===== src/rtl/wisc_pkg.sv =====
// Shared WISC decode constants: opcodes, immediate kinds, skid-buffer states and the extender.
// Purely declarative; no timing or handshake behaviour lives here.
package wisc_pkg;

  localparam int IW = 16;
  localparam int KW = 3;

  localparam logic [4:0] OP_J     = 5'b00100;
  localparam logic [4:0] OP_JR    = 5'b00101;
  localparam logic [4:0] OP_JAL   = 5'b00110;
  localparam logic [4:0] OP_JALR  = 5'b00111;
  localparam logic [4:0] OP_ADDI  = 5'b01000;
  localparam logic [4:0] OP_SUBI  = 5'b01001;
  localparam logic [4:0] OP_XORI  = 5'b01010;
  localparam logic [4:0] OP_ANDNI = 5'b01011;
  localparam logic [4:0] OP_BEQZ  = 5'b01100;
  localparam logic [4:0] OP_BNEZ  = 5'b01101;
  localparam logic [4:0] OP_BLTZ  = 5'b01110;
  localparam logic [4:0] OP_BGEZ  = 5'b01111;
  localparam logic [4:0] OP_ST    = 5'b10000;
  localparam logic [4:0] OP_LD    = 5'b10001;
  localparam logic [4:0] OP_SLBI  = 5'b10010;
  localparam logic [4:0] OP_STU   = 5'b10011;
  localparam logic [4:0] OP_ROLI  = 5'b10100;
  localparam logic [4:0] OP_SLLI  = 5'b10101;
  localparam logic [4:0] OP_RORI  = 5'b10110;
  localparam logic [4:0] OP_SRLI  = 5'b10111;
  localparam logic [4:0] OP_LBI   = 5'b11000;

  localparam logic [KW-1:0] KIND_NONE = 3'd0;
  localparam logic [KW-1:0] KIND_I5S  = 3'd1;
  localparam logic [KW-1:0] KIND_I5Z  = 3'd2;
  localparam logic [KW-1:0] KIND_I8S  = 3'd3;
  localparam logic [KW-1:0] KIND_I8Z  = 3'd4;
  localparam logic [KW-1:0] KIND_D11S = 3'd5;

  typedef enum logic [1:0] {
    SK_EMPTY = 2'd0,
    SK_ONE   = 2'd1,
    SK_TWO   = 2'd2
  } skid_state_e;

  typedef struct packed {
    logic [IW-1:0] instr;
    logic [IW-1:0] imm;
    logic [KW-1:0] kind;
  } entry_t;

  function automatic logic [IW-1:0] ext_imm(input logic [KW-1:0] kind, input logic [IW-1:0] i);
    logic [IW-1:0] r;
    r = '0;
    case (kind)
      KIND_I5S:  r = {{11{i[4]}}, i[4:0]};
      KIND_I5Z:  r = {11'b0, i[4:0]};
      KIND_I8S:  r = {{8{i[7]}}, i[7:0]};
      KIND_I8Z:  r = {8'b0, i[7:0]};
      KIND_D11S: r = {{5{i[10]}}, i[10:0]};
      default:   r = '0;
    endcase
    return r;
  endfunction

endpackage


===== src/rtl/imm_sched_if.sv =====
// Fetch-to-decode instruction handshake plus decoded head-entry outputs.
// master drives instructions and out_ready; slave is the scheduler.
interface imm_sched_if;
  import wisc_pkg::*;

  logic          in_valid;
  logic          in_ready;
  logic [IW-1:0] in_instr;
  logic          out_valid;
  logic          out_ready;
  logic [IW-1:0] out_instr;
  logic [IW-1:0] out_imm;
  logic [KW-1:0] out_kind;

  modport master (
    output in_valid, in_instr, out_ready,
    input  in_ready, out_valid, out_instr, out_imm, out_kind
  );

  modport slave (
    input  in_valid, in_instr, out_ready,
    output in_ready, out_valid, out_instr, out_imm, out_kind
  );

endinterface


===== src/rtl/imm_kind_decode.sv =====
// Opcode to immediate-kind classifier; purely combinational, zero latency.
// No handshake: caller qualifies the result with its own valid.
module imm_kind_decode
  import wisc_pkg::*;
(
  input  logic [4:0]    opcode,
  output logic [KW-1:0] kind
);

  always_comb begin
    kind = KIND_NONE;
    case (opcode)
      OP_ADDI, OP_SUBI, OP_ST, OP_LD, OP_STU:
        kind = KIND_I5S;
      OP_XORI, OP_ANDNI, OP_ROLI, OP_SLLI, OP_RORI, OP_SRLI:
        kind = KIND_I5Z;
      OP_LBI, OP_BEQZ, OP_BNEZ, OP_BLTZ, OP_BGEZ, OP_JR, OP_JALR:
        kind = KIND_I8S;
      OP_SLBI:
        kind = KIND_I8Z;
      OP_J, OP_JAL:
        kind = KIND_D11S;
      default:
        kind = KIND_NONE;
    endcase
  end

endmodule


===== src/rtl/imm_sched.sv =====
// Decode-stage immediate scheduler: classify, extend, then hold in a 2-entry skid buffer.
// One cycle accept-to-output; in_ready depends on buffer occupancy only, never on out_ready.
module imm_sched
  import wisc_pkg::*;
(
  input  logic        clk,
  input  logic        rst_n,
  input  logic        flush,
  imm_sched_if.slave  bus
);

  skid_state_e   state_q, state_d;
  entry_t        head_q, head_d;
  entry_t        tail_q, tail_d;

  logic [IW-1:0] instr_in;
  logic [KW-1:0] kind_in;
  entry_t        in_e;
  logic          in_xfer;
  logic          out_xfer;

  // Mask the bus while idle so an undriven word cannot leak X into the buffer.
  assign instr_in = bus.in_valid ? bus.in_instr : '0;

  imm_kind_decode u_dec (
    .opcode (instr_in[15:11]),
    .kind   (kind_in)
  );

  always_comb begin
    in_e       = '0;
    in_e.instr = instr_in;
    in_e.kind  = kind_in;
    in_e.imm   = ext_imm(kind_in, instr_in);
  end

  assign bus.in_ready  = (state_q != SK_TWO);
  assign bus.out_valid = (state_q != SK_EMPTY);
  assign bus.out_instr = head_q.instr;
  assign bus.out_imm   = head_q.imm;
  assign bus.out_kind  = head_q.kind;

  assign in_xfer  = bus.in_valid & bus.in_ready;
  assign out_xfer = bus.out_valid & bus.out_ready;

  always_comb begin
    state_d = state_q;
    head_d  = head_q;
    tail_d  = tail_q;
    case (state_q)
      SK_EMPTY: begin
        if (in_xfer) begin
          head_d  = in_e;
          state_d = SK_ONE;
        end
      end
      SK_ONE: begin
        if (in_xfer && out_xfer) begin
          head_d = in_e;
        end else if (in_xfer) begin
          tail_d  = in_e;
          state_d = SK_TWO;
        end else if (out_xfer) begin
          head_d  = '0;
          state_d = SK_EMPTY;
        end
      end
      SK_TWO: begin
        // in_ready is low here, so only the drain path exists.
        if (out_xfer) begin
          head_d  = tail_q;
          tail_d  = '0;
          state_d = SK_ONE;
        end
      end
      default: begin
        head_d  = '0;
        tail_d  = '0;
        state_d = SK_EMPTY;
      end
    endcase
    if (flush) begin
      head_d  = '0;
      tail_d  = '0;
      state_d = SK_EMPTY;
    end
  end

  always_ff @(posedge clk or negedge rst_n) begin
    if (!rst_n) begin
      state_q <= SK_EMPTY;
      head_q  <= '0;
      tail_q  <= '0;
    end else begin
      state_q <= state_d;
      head_q  <= head_d;
      tail_q  <= tail_d;
    end
  end

  a_head_stable: assert property (@(posedge clk) disable iff (!rst_n)
    (bus.out_valid && !bus.out_ready && !flush) |=> $stable(head_q));

  a_full_blocks_input: assert property (@(posedge clk) disable iff (!rst_n)
    (state_q == SK_TWO) |-> !bus.in_ready);

endmodule


===== src/flat_wrapper.sv =====
// flat-port wrapper written by rule: the top's interface ports become plain ports
module imm_sched_flat import wisc_pkg::*;
  (clk, rst_n, flush, bus_in_valid, bus_in_instr, bus_out_ready, bus_in_ready, bus_out_valid, bus_out_instr, bus_out_imm, bus_out_kind);
  imm_sched_if bus_i ();
  input  logic clk;
  input  logic rst_n;
  input  logic flush;
  input wire logic [$bits(bus_i.in_valid)-1:0] bus_in_valid;
  input wire logic [$bits(bus_i.in_instr)-1:0] bus_in_instr;
  input wire logic [$bits(bus_i.out_ready)-1:0] bus_out_ready;
  output wire logic [$bits(bus_i.in_ready)-1:0] bus_in_ready;
  output wire logic [$bits(bus_i.out_valid)-1:0] bus_out_valid;
  output wire logic [$bits(bus_i.out_instr)-1:0] bus_out_instr;
  output wire logic [$bits(bus_i.out_imm)-1:0] bus_out_imm;
  output wire logic [$bits(bus_i.out_kind)-1:0] bus_out_kind;
  assign bus_i.in_valid = bus_in_valid;
  assign bus_i.in_instr = bus_in_instr;
  assign bus_i.out_ready = bus_out_ready;
  assign bus_in_ready = bus_i.in_ready;
  assign bus_out_valid = bus_i.out_valid;
  assign bus_out_instr = bus_i.out_instr;
  assign bus_out_imm = bus_i.out_imm;
  assign bus_out_kind = bus_i.out_kind;
  imm_sched u_core (.clk(clk), .rst_n(rst_n), .flush(flush), .bus(bus_i));
endmodule

===== config.mk =====
export PLATFORM = sky130hd
export DESIGN_NAME = imm_sched_flat
export DESIGN_NICKNAME = d
export VERILOG_FILES = /design/src/rtl/wisc_pkg.sv /design/src/rtl/imm_sched_if.sv /design/src/rtl/imm_kind_decode.sv /design/src/rtl/imm_sched.sv /design/src/flat_wrapper.sv
export SDC_FILE = /design/constraint.sdc
export NUM_CORES = 1
export LEC_CHECK = 0
export CORE_UTILIZATION = 51
export CTS_BUF_LIST = sky130_fd_sc_hd__clkbuf_16
export CTS_CLUSTER_DIAMETER = 120
export DETAILED_ROUTE_END_ITERATION = 10
export PLACE_DENSITY = 0.87
export SYNTH_ARGS = -nofsm -noshare
export SYNTH_HDL_FRONTEND = slang
export SYNTH_SLANG_ARGS = --single-unit

===== constraint.sdc =====
create_clock -name clk -period 2.37 [get_ports clk]
set_clock_uncertainty 0.15 [all_clocks]
set_input_delay 0.474 -clock clk [delete_from_list [all_inputs] [get_ports clk]]
set_output_delay 0.474 -clock clk [all_outputs]
set_load 0.005 [all_outputs]

==> flow_summary.ini, run 1 <==
[cells_and_area]
diodes = 0
syn_to_final_growth_pct = 40.7
num-fill-cells = 360
drive_gt1_share_pct = 18.4
multi_input_area_um2 = 1230
nNetsFinal = 374
ff_latch_area_um2 = 1550
final_common_cell = dfrtp_1
layout_common_cells = dfrtp_1 (62), clkdlybuf4s50_1 (52), buf_4 (37)
final_cells = 430

[synthesis]
synth-seq-cells = 62
synth-async-reset-ratio_pct = 100
synth_area_leader_cell = dfrtp_1
synth_flop_cell = dfrtp_1
synth_cells = 272
synth_enable_flop_cells = 0
ys_types = 44
yosys-top-cells-area = dfrtp_1 (54%), a22o_1 (10%), a22oi_1 (5.7%)
syn_nets = 293
synth_top_area_share_pct = 53.7
netlist_area_um2 = 2890
seq_area_frac_synth_pct = 53.7
yosys_warnings = 0
syn_avg_cell_area_um2 = 10.6

[global_routing]
grt_pass1_vias = 2596
grt-ovfl-total = 0
grt_util_all_layers_pct = 29.2
grt_max_degree = 63
antenna_found_initial = 0
grt_pass1_wl_mm = 13.1

[floorplan]
fp.dieH_um = 77.3
core_um2 = 5470
num_io_pins = 58
initial_utilization_pct = 52.8
die_w_um = 77.3
die_area_um2 = 5970
rows = 27

[clock_tree]
root_buffer = clkbuf_16
path_clk_slew_ns = 0.06
cts_tree = built
htreeDepth = 3
cts_sinks = 62
cts_inserted_buffers = 9
clock_tree.buffer_depth = 2
clock_latency_ns = 0.34

[critical_path]
cp.arrival_ns = 1.61
timing.critical_path.slowest_cell_delay_ns = 0.47
crit_family = buffers and inverters
worst-path-buf-inv = 2
worstSetupPathType = reg2out
crit_path_start_kind = register
endpoint_kind = output port
crit_slowest_cell = dfrtp_1
required_ns = 1.75
crit_fanout = 8
worstPathCellList = nor2b_2, inv_1, clkdlybuf4s50_1

[timing]
min_period_ns = 2.23
tightestPinTransition_ns = 0.716
fmax_mhz = 448
slew_viol_final = 0
finalHoldWorstSlack_ns = -0.0160
setup_viol = 0
final_hold_viol_count = 28
fin_setup_tns_ns = 0
grt_setup_unrepaired = no
period_share_pct = 94.1
relSlewSlack_pct = 52.1

[route]
firstDrtPassIters = 5
drc = 0
via_count = 2674
ant_nets = 0
wl_per_cell_um = 18.6
wl_mm = 8.00
via_per_inst = 6.22
first_iter_violations = 317

[placement]
dp_hpwl_mm = 5.34
place.gp.congestion = 0.975
port_buffers = 57
placedCellCount = 413

[status]
violations = hold timing
status = finished with violations

[power]
peakVddDrop_mv = 0.405
power_leakage_uw = 0.00187
power_density_nw_per_um2 = 679
finalPower_uw = 2760

[worst_hold_path]
hold_path.class = in2async

[job]
drv_cap = 0
## cells in the mapped netlist, drive strengths merged (5+ instances only)
library cell,number
o21ai,27
nor2b,7
nor3,5
nand3,6
clkbuf,16
nand2b,5
a221o,5
a22oi,22
a22o,33
nor2,12
nand2,26
buf,10
a21o,5
dfrtp,62
## area by class of cell
class / instances / area share (%)
Inverter: 1 / 0.0924
Timing Repair Buffer: 96 / 22.0
Clock inverter: 7 / 1.60
Clock buffer: 9 / 5.54
Tap cell: 72 / 2.22
Sequential cell: 62 / 38.2
Multi-Input combinational cell: 183 / 30.4
## final timing paths
kind / start / to / slack (ns) / depth (start not counted)
setup reg to reg: u_core.state_q[0] / u_core.bus.out_imm[6] / 0.34 / 5
hold reg to reg: u_core.bus.out_instr[8] / u_core.bus.out_instr[8] / 0.33 / 2
max in group asynchronous: rst_n / u_core.bus.out_instr[14] / 1.81 / 2
min in group clk: u_core.bus.out_instr[8] / u_core.bus.out_instr[8] / 0.33 / 2
setup / recovery: u_core.state_q[0] / bus_in_ready / 0.14 / 3
hold / removal: rst_n / u_core.bus.out_instr[1] / -0.02 / 2
## per-layer routing
layer / vias up / share of wire [%] / global-route usage, %
li1: 1180 / - / -
met1: 1342 / 42 / 38.3
met2: 132 / 49 / 45.3
met3: 20 / 6.6 / 6.55
met4: 0 / 2.5 / 14.9
met5: - / 0 / 0
## registers in the layout (all words and copies together) (netlist names)
| register | cells |
|---|---|
| u_core.bus.out_instr | 16 |
| u_core.tail_q | 30 |
| u_core.bus.out_imm | 11 |
| u_core.state_q | 2 |
| u_core.bus.out_kind | 3 |
## report_power, final
part           switching (µW)  internal [µW]  total, µW
combinational             185            173        357
clock                     485            803       1290
sequential               21.9           1090       1110
## per-stage QoR
step	util (%)	instance area, µm²	worst slack [ns]
3_5_place_dp	68.3	3740	-0.429
5_1_grt	74.3	4060	0.0364
6_report	74.3	4060	0.139
4_1_cts	73.8	4040	0.0248
2_1_floorplan	-	2890	0.0998
3_3_place_gp	68.3	3740	-0.313
## repair_timing
action / in CTS / in global routing
setup buffers: 0 / 1
pin swaps: 1 / 3
setup endpoints to repair: 3 / 10
resized for setup: 2 / 6
hold buffers: 0 / 0
## cells by family after synthesis
family                    share of synthesized area [%]
muxes                                             0.347
AOI/OAI and AO/OA                                  27.8
buffers and inverters                              4.55
and+or+nand+nor                                    13.0
DFF                                                53.7
xor gates and xnor gates                          0.607
(Power assumes the default switching activity.)
==> run 2, diff against run 1 <==
--- a/config.mk
+++ b/config.mk
@@ -6,4 +6,5 @@
 export NUM_CORES = 1
 export LEC_CHECK = 0
+export CAP_MARGIN = 20
 export CORE_UTILIZATION = 51
 export CTS_BUF_LIST = sky130_fd_sc_hd__clkbuf_16
==> constraint.sdc (replaced) <==
create_clock -name clk -period 2.37 [get_ports clk]
set_clock_uncertainty 0.15 [all_clocks]
set_input_delay 0.237 -clock clk [delete_from_list [all_inputs] [get_ports clk]]
set_output_delay 0.237 -clock clk [all_outputs]
set_load 0.005 [all_outputs]
==> run 2 against run 1 <==
The flow now finishes without violations. Via count decreased by 5.0%. First-iteration DRC count decreased by 7.9%. Sequential power about the same. Utilization decreased by 2.3 points. Combinational power decreased by 9.5%. Largest power group unchanged. Highest routed layer unchanged.
==> flow_summary.ini, run 2 (synthesized netlist as in run 1, its figures left out) <==
[global_routing]
grt_pass1_wl_mm = 12.6
antenna_found_initial = 0
grt_pass1_vias = 2455
grt_max_degree = 63
grt_util_all_layers_pct = 27.9
grt-ovfl-total = 0

[critical_path]
cp.arrival_ns = 1.82
worstSetupPathType = reg2out
crit_fanout = 10
timing.critical_path.slowest_cell_delay_ns = 0.49
required_ns = 1.98
crit_path_start_kind = register
worst-path-buf-inv = 3
crit_family = buffers and inverters
crit_slowest_cell = dfrtp_1
worstPathCellList = nor2b_2, buf_4, inv_1, clkdlybuf4s50_1
endpoint_kind = output port

[floorplan]
die_area_um2 = 5970
initial_utilization_pct = 52.8
fp.dieH_um = 77.3
num_io_pins = 58
die_w_um = 77.3
rows = 27
core_um2 = 5470

[clock_tree]
cts_inserted_buffers = 9
cts_tree = built
cts_sinks = 62
clock_latency_ns = 0.32
clock_tree.buffer_depth = 2
htreeDepth = 3
root_buffer = clkbuf_16
path_clk_slew_ns = 0.05

[cells_and_area]
largest_reg_flops = 30
nNetsFinal = 362
multi_input_area_um2 = 1220
final_common_cell = dfrtp_1
num-fill-cells = 393
ff_latch_area_um2 = 1550
drive_gt1_share_pct = 14.5
regMostFlops = u_core.tail_q
syn_to_final_growth_pct = 36.4
diodes = 0
final_cell_area_um2 = 3940
layout_common_cells = dfrtp_1 (62), clkdlybuf4s50_1 (56), a22o_1 (33)

[timing]
setup_viol = 0
fmax_mhz = 453
tightestPinTransition_ns = 0.803
slew_viol_final = 0
grt_setup_unrepaired = no
final_hold_viol_count = 0
fin_ws_ns = 0.161
relSlewSlack_pct = 46.3
min_period_ns = 2.21
period_share_pct = 93.2

[route]
via_per_inst = 6.07
ant_nets = 0
wl_per_cell_um = 18.0
firstDrtPassIters = 4
via_count = 2539
drc = 0
wl_mm = 7.52
first_iter_violations = 292

[power]
peakVddDrop_mv = 0.449
power_leakage_uw = 0.00180
power_density_nw_per_um2 = 707

[placement]
dp_hpwl_mm = 5.01
place.gp.congestion = 0.945
port_buffers = 57
postPlaceCellArea_um2 = 3620
place_ws_ns = -0.119

[job]
drv_cap = 0

[status]
status = finished, final reports clean

[worst_hold_path]
hold_path.class = reg2reg
run 2: repair_timing:
action	in CTS	in global routing
endpoints found under the setup margin	0	1
resized for setup	0	1
hold buffers	1	0
endpoints found under the hold margin	62	0
buffers inserted	0	0
run 2: area by class of cell:
cell class	count	share of cell area, %
flip-flops and latches	62	39.4
repair buffers	84	19.6
inverters	1	0.0953
clock buffers	9	5.72
clock inverters	7	2.06
multi-input cells	183	30.9
well taps	72	2.29
run 2: path summary, 6_finish.rpt:
| kind | start | to | slack (ns) | cells past startpoint |
|---|---|---|---|---|
| max | u_core.state_q[1] | bus_in_ready | 0.16 | 4 |
| min | u_core.bus.out_instr[3] | u_core.bus.out_instr[3] | 0.33 | 2 |
| min in group asynchronous | rst_n | u_core.bus.out_instr[2] | 0.45 | 3 |
| min reg2reg | u_core.bus.out_instr[3] | u_core.bus.out_instr[3] | 0.33 | 2 |
| max reg2reg | u_core.state_q[0] | u_core.bus.out_instr[10] | 0.23 | 6 |
| max in group asynchronous | rst_n | u_core.bus.out_imm[8] | 1.11 | 3 |
run 2: worst reg2reg max path: stages (launching register included):
cell     delay [ns]
dfrtp_1        0.47
nor2b_1        0.21
nor3_1         0.09
nor3_2         0.54
buf_4          0.39
nand2_1        0.11
o21ai_0        0.09
run 2: per-layer routing:
metal	wire, µm	track usage, %	part of all wire [%]
met5	0	0	0
met1	3300	39.7	44
met2	3600	40.7	48
met4	183	15.3	2.4
met3	431	4.52	5.7
run 2: metrics by stage:
step           hold WS, ns  power [µW]  utilization [%]  TNS (ns)  instances
2_1_floorplan       -0.209        1270                -         0        272
4_1_cts              0.333        2800             71.9         0        418
3_5_place_dp         0.291        1450             66.2    -0.439        401
6_report             0.327        2780             72.0         0        418
3_3_place_gp         0.282        1440             66.2    -0.210        401
5_1_grt              0.359        2870             72.0         0        418
run 2: where the power goes:
group / internal (µW) / total, µW / switching [µW]
clock network: 904 / 1350 / 444
logic: 152 / 323 / 171
registers: 1090 / 1110 / 22.2
==> run 3, diff against run 2 <==
--- a/config.mk
+++ b/config.mk
@@ -12,4 +12,6 @@
 export DETAILED_ROUTE_END_ITERATION = 10
 export PLACE_DENSITY = 0.87
+export RECOVER_POWER = 25
+export SETUP_SLACK_MARGIN = 0.4
 export SYNTH_ARGS = -nofsm -noshare
 export SYNTH_HDL_FRONTEND = slang
==> constraint.sdc (replaced) <==
create_clock -name clk -period 2.37 [get_ports clk]
set_clock_uncertainty 0.15 [all_clocks]
set_input_delay 0.3555 -clock clk [delete_from_list [all_inputs] [get_ports clk]]
set_output_delay 0.3555 -clock clk [all_outputs]
set_load 0.005 [all_outputs]
==> run 3 against run 2 <==
Clock power is 15% lower. Highest routed layer unchanged. Sequential share of layout area fell by 1.4 points. Total power fell by 5.5%. Fmax grew 11%. Count of clock-buffer cells in the layout did not move. Utilization increased by 2.7 points. Critical path type is now in2reg. Critical path depth up 3.
==> flow_summary.ini, run 3 (synthesized netlist as in run 1, its figures left out) <==
[power]
switchingPower_uw = 671
power_density_nw_per_um2 = 643
seq_power_share_pct = 42.3
p_int_uw = 1960
pwr-share-clk_pct = 43.8
peakVddDrop_mv = 0.383
pwr-share-comb_pct = 13.9
power_leakage_uw = 0.00186
sw_frac_of_total_pct = 25.5

[clock_tree]
root_buffer = clkbuf_16
cts_sinks = 62
path_clk_slew_ns = 0.05
cts_inserted_buffers = 9
clock_latency_ns = 0.32
clock_tree.buffer_depth = 2
cts_tree = built
htreeDepth = 3

[floorplan]
die_w_um = 77.3
core_um2 = 5470
rows = 27
num_io_pins = 58
initial_utilization_pct = 52.8
fp.dieH_um = 77.3
die_area_um2 = 5970

[cells_and_area]
drive_gt1_share_pct = 20.7
utilization_pct = 74.7
syn_to_final_growth_pct = 41.6
ff_latch_area_um2 = 1550
multi_input_area_um2 = 1320
final_common_cell = dfrtp_1
final_cell_area_um2 = 4090
num-fill-cells = 376
largest_reg_flops = 30
nNetsFinal = 369
diodes = 0
regMostFlops = u_core.tail_q
layout_common_cells = dfrtp_1 (60), clkdlybuf4s50_1 (48), a22o_1 (33)

[route]
ant_nets = 0
wl_mm = 8.00
firstDrtPassIters = 5
via_count = 2643
via_per_inst = 6.22
first_iter_violations = 289
drc = 0
wl_per_cell_um = 18.8

[critical_path]
reg2reg_slack_ns = 0.44
worstSetupPathType = in2reg
crit_slowest_cell = or4b_4
worstPathCellList = buf_6, or4b_4, a32oi_4, mux2i_4, buf_6, or3b_4, nand3_2
critPathCapture = u_core.bus.out_imm[14]
crit_family = simple AND/OR/NAND/NOR gates
required_ns = 2.48
startpoint = bus_in_instr[12]
cp_common_cell = buf_6
worst-path-buf-inv = 2
crit_path_start_kind = input port
crit_fanout = 3
reg2reg_to = u_core.bus.out_imm[14]
reg2reg_depth = 7
timing.rr.start = u_core.state_q[1]
cp.arrival_ns = 2.11
crit_cells = 7
timing.critical_path.slowest_cell_delay_ns = 0.55
endpoint_kind = register

[timing]
slew_viol_final = 0
fin_ws_ns = 0.371
final_hold_viol_count = 0
min_period_ns = 2.00
period_share_pct = 84.4
grt_setup_unrepaired = yes
fmax_mhz = 500
tightestPinTransition_ns = 0.449
setup_viol = 0
relSlewSlack_pct = 70.0

[global_routing]
grt_pass1_wl_mm = 13.0
grt-ovfl-total = 0
grt_util_all_layers_pct = 28.3
grt_max_degree = 63
antenna_found_initial = 0
grt_pass1_vias = 2576

[worst_hold_path]
hold_path.class = in2reg

[placement]
place.gp.congestion = 0.849
port_buffers = 57
place_ws_ns = -0.246
postPlaceCellArea_um2 = 3680
dp_hpwl_mm = 4.91

[status]
status = finished, final reports clean

[job]
drv_cap = 0
run 3: cell types whose count changed in the layout (fill, tap and decap cells not counted), sizes merged:
cell           previous run  this run
dlygate4sd2               0         3
clkdlybuf4s50            56        48
clkinvlp                  0         3
bufinv                    2         0
inv                       3         2
buf                      27        35
clkbuf                    9        12
dlymetal6s2s              0         1
run 3: power by group through the flow:
stage | sequential [µW] | combinational, µW | clock [µW]
after detailed placement | 1130 | 327 | 0
after floorplan | 1130 | 140 | 0
final | 1110 | 366 | 1150
after CTS | 1110 | 345 | 1160
after global placement | 1130 | 320 | 0
after global routing | 1120 | 394 | 1220
run 3: worst min-delay path by stage:
| stage | start | endpoint | slack (ns) | cells after the start |
|---|---|---|---|---|
| 2_1_floorplan | rst_n | u_core.bus.out_imm[0] | -0.09 | 0 |
| 3_3_place_gp | rst_n | u_core.bus.out_instr[3] | 0.24 | 2 |
| 3_5_place_dp | rst_n | u_core.bus.out_instr[4] | 0.24 | 2 |
| 4_1_cts | bus_in_instr[11] | u_core.tail_q[30] | 0.27 | 3 |
| 5_1_grt | bus_in_instr[12] | u_core.tail_q[31] | 0.26 | 3 |
| 6_report | bus_in_instr[12] | u_core.tail_q[31] | 0.26 | 3 |
run 3: routing by layer:
metal	track usage, %	routed length [µm]	vias to the layer above
li1	-	-	1169
met1	39.1	3490	1325
met2	43.0	3820	130
met3	6.67	515	19
met4	11.1	173	0
met5	0	0	-
run 3: what timing repair did:
item                                   in CTS  in global routing
setup endpoints to repair                  38                 39
endpoints found under the hold margin      62                  0
buffers inserted                            3                  2
pin swaps                                   5                  5
gates resized for setup                    26                 18
hold buffers                                1                  0
run 3: worst min-delay path: cells and delay by family:
kind,cells,cell delay [ns]
AO/OA/AOI/OAI,1,0.13
buffers and inverters,2,0.21
run 3: cell type report:
cell class | count | share of cell area, %
clock buffer | 9 | 5.51
clock inverter | 7 | 1.04
sequential | 62 | 38.0
timing repair buffer | 91 | 20.8
inverter | 1 | 0.0918
multi-input combinational | 183 | 32.4
tap | 72 | 2.20
run 3: stage by stage:
stage / hold WS [ns] / power, µW / TNS (ns) / instances
floorplan: -0.0901 / 1270 / 0 / 272
global placement: 0.236 / 1450 / -1.70 / 403
detailed placement: 0.237 / 1460 / -2.02 / 403
CTS: 0.265 / 2620 / 0 / 423
global route: 0.264 / 2730 / 0 / 425
finish: 0.257 / 2630 / 0 / 425
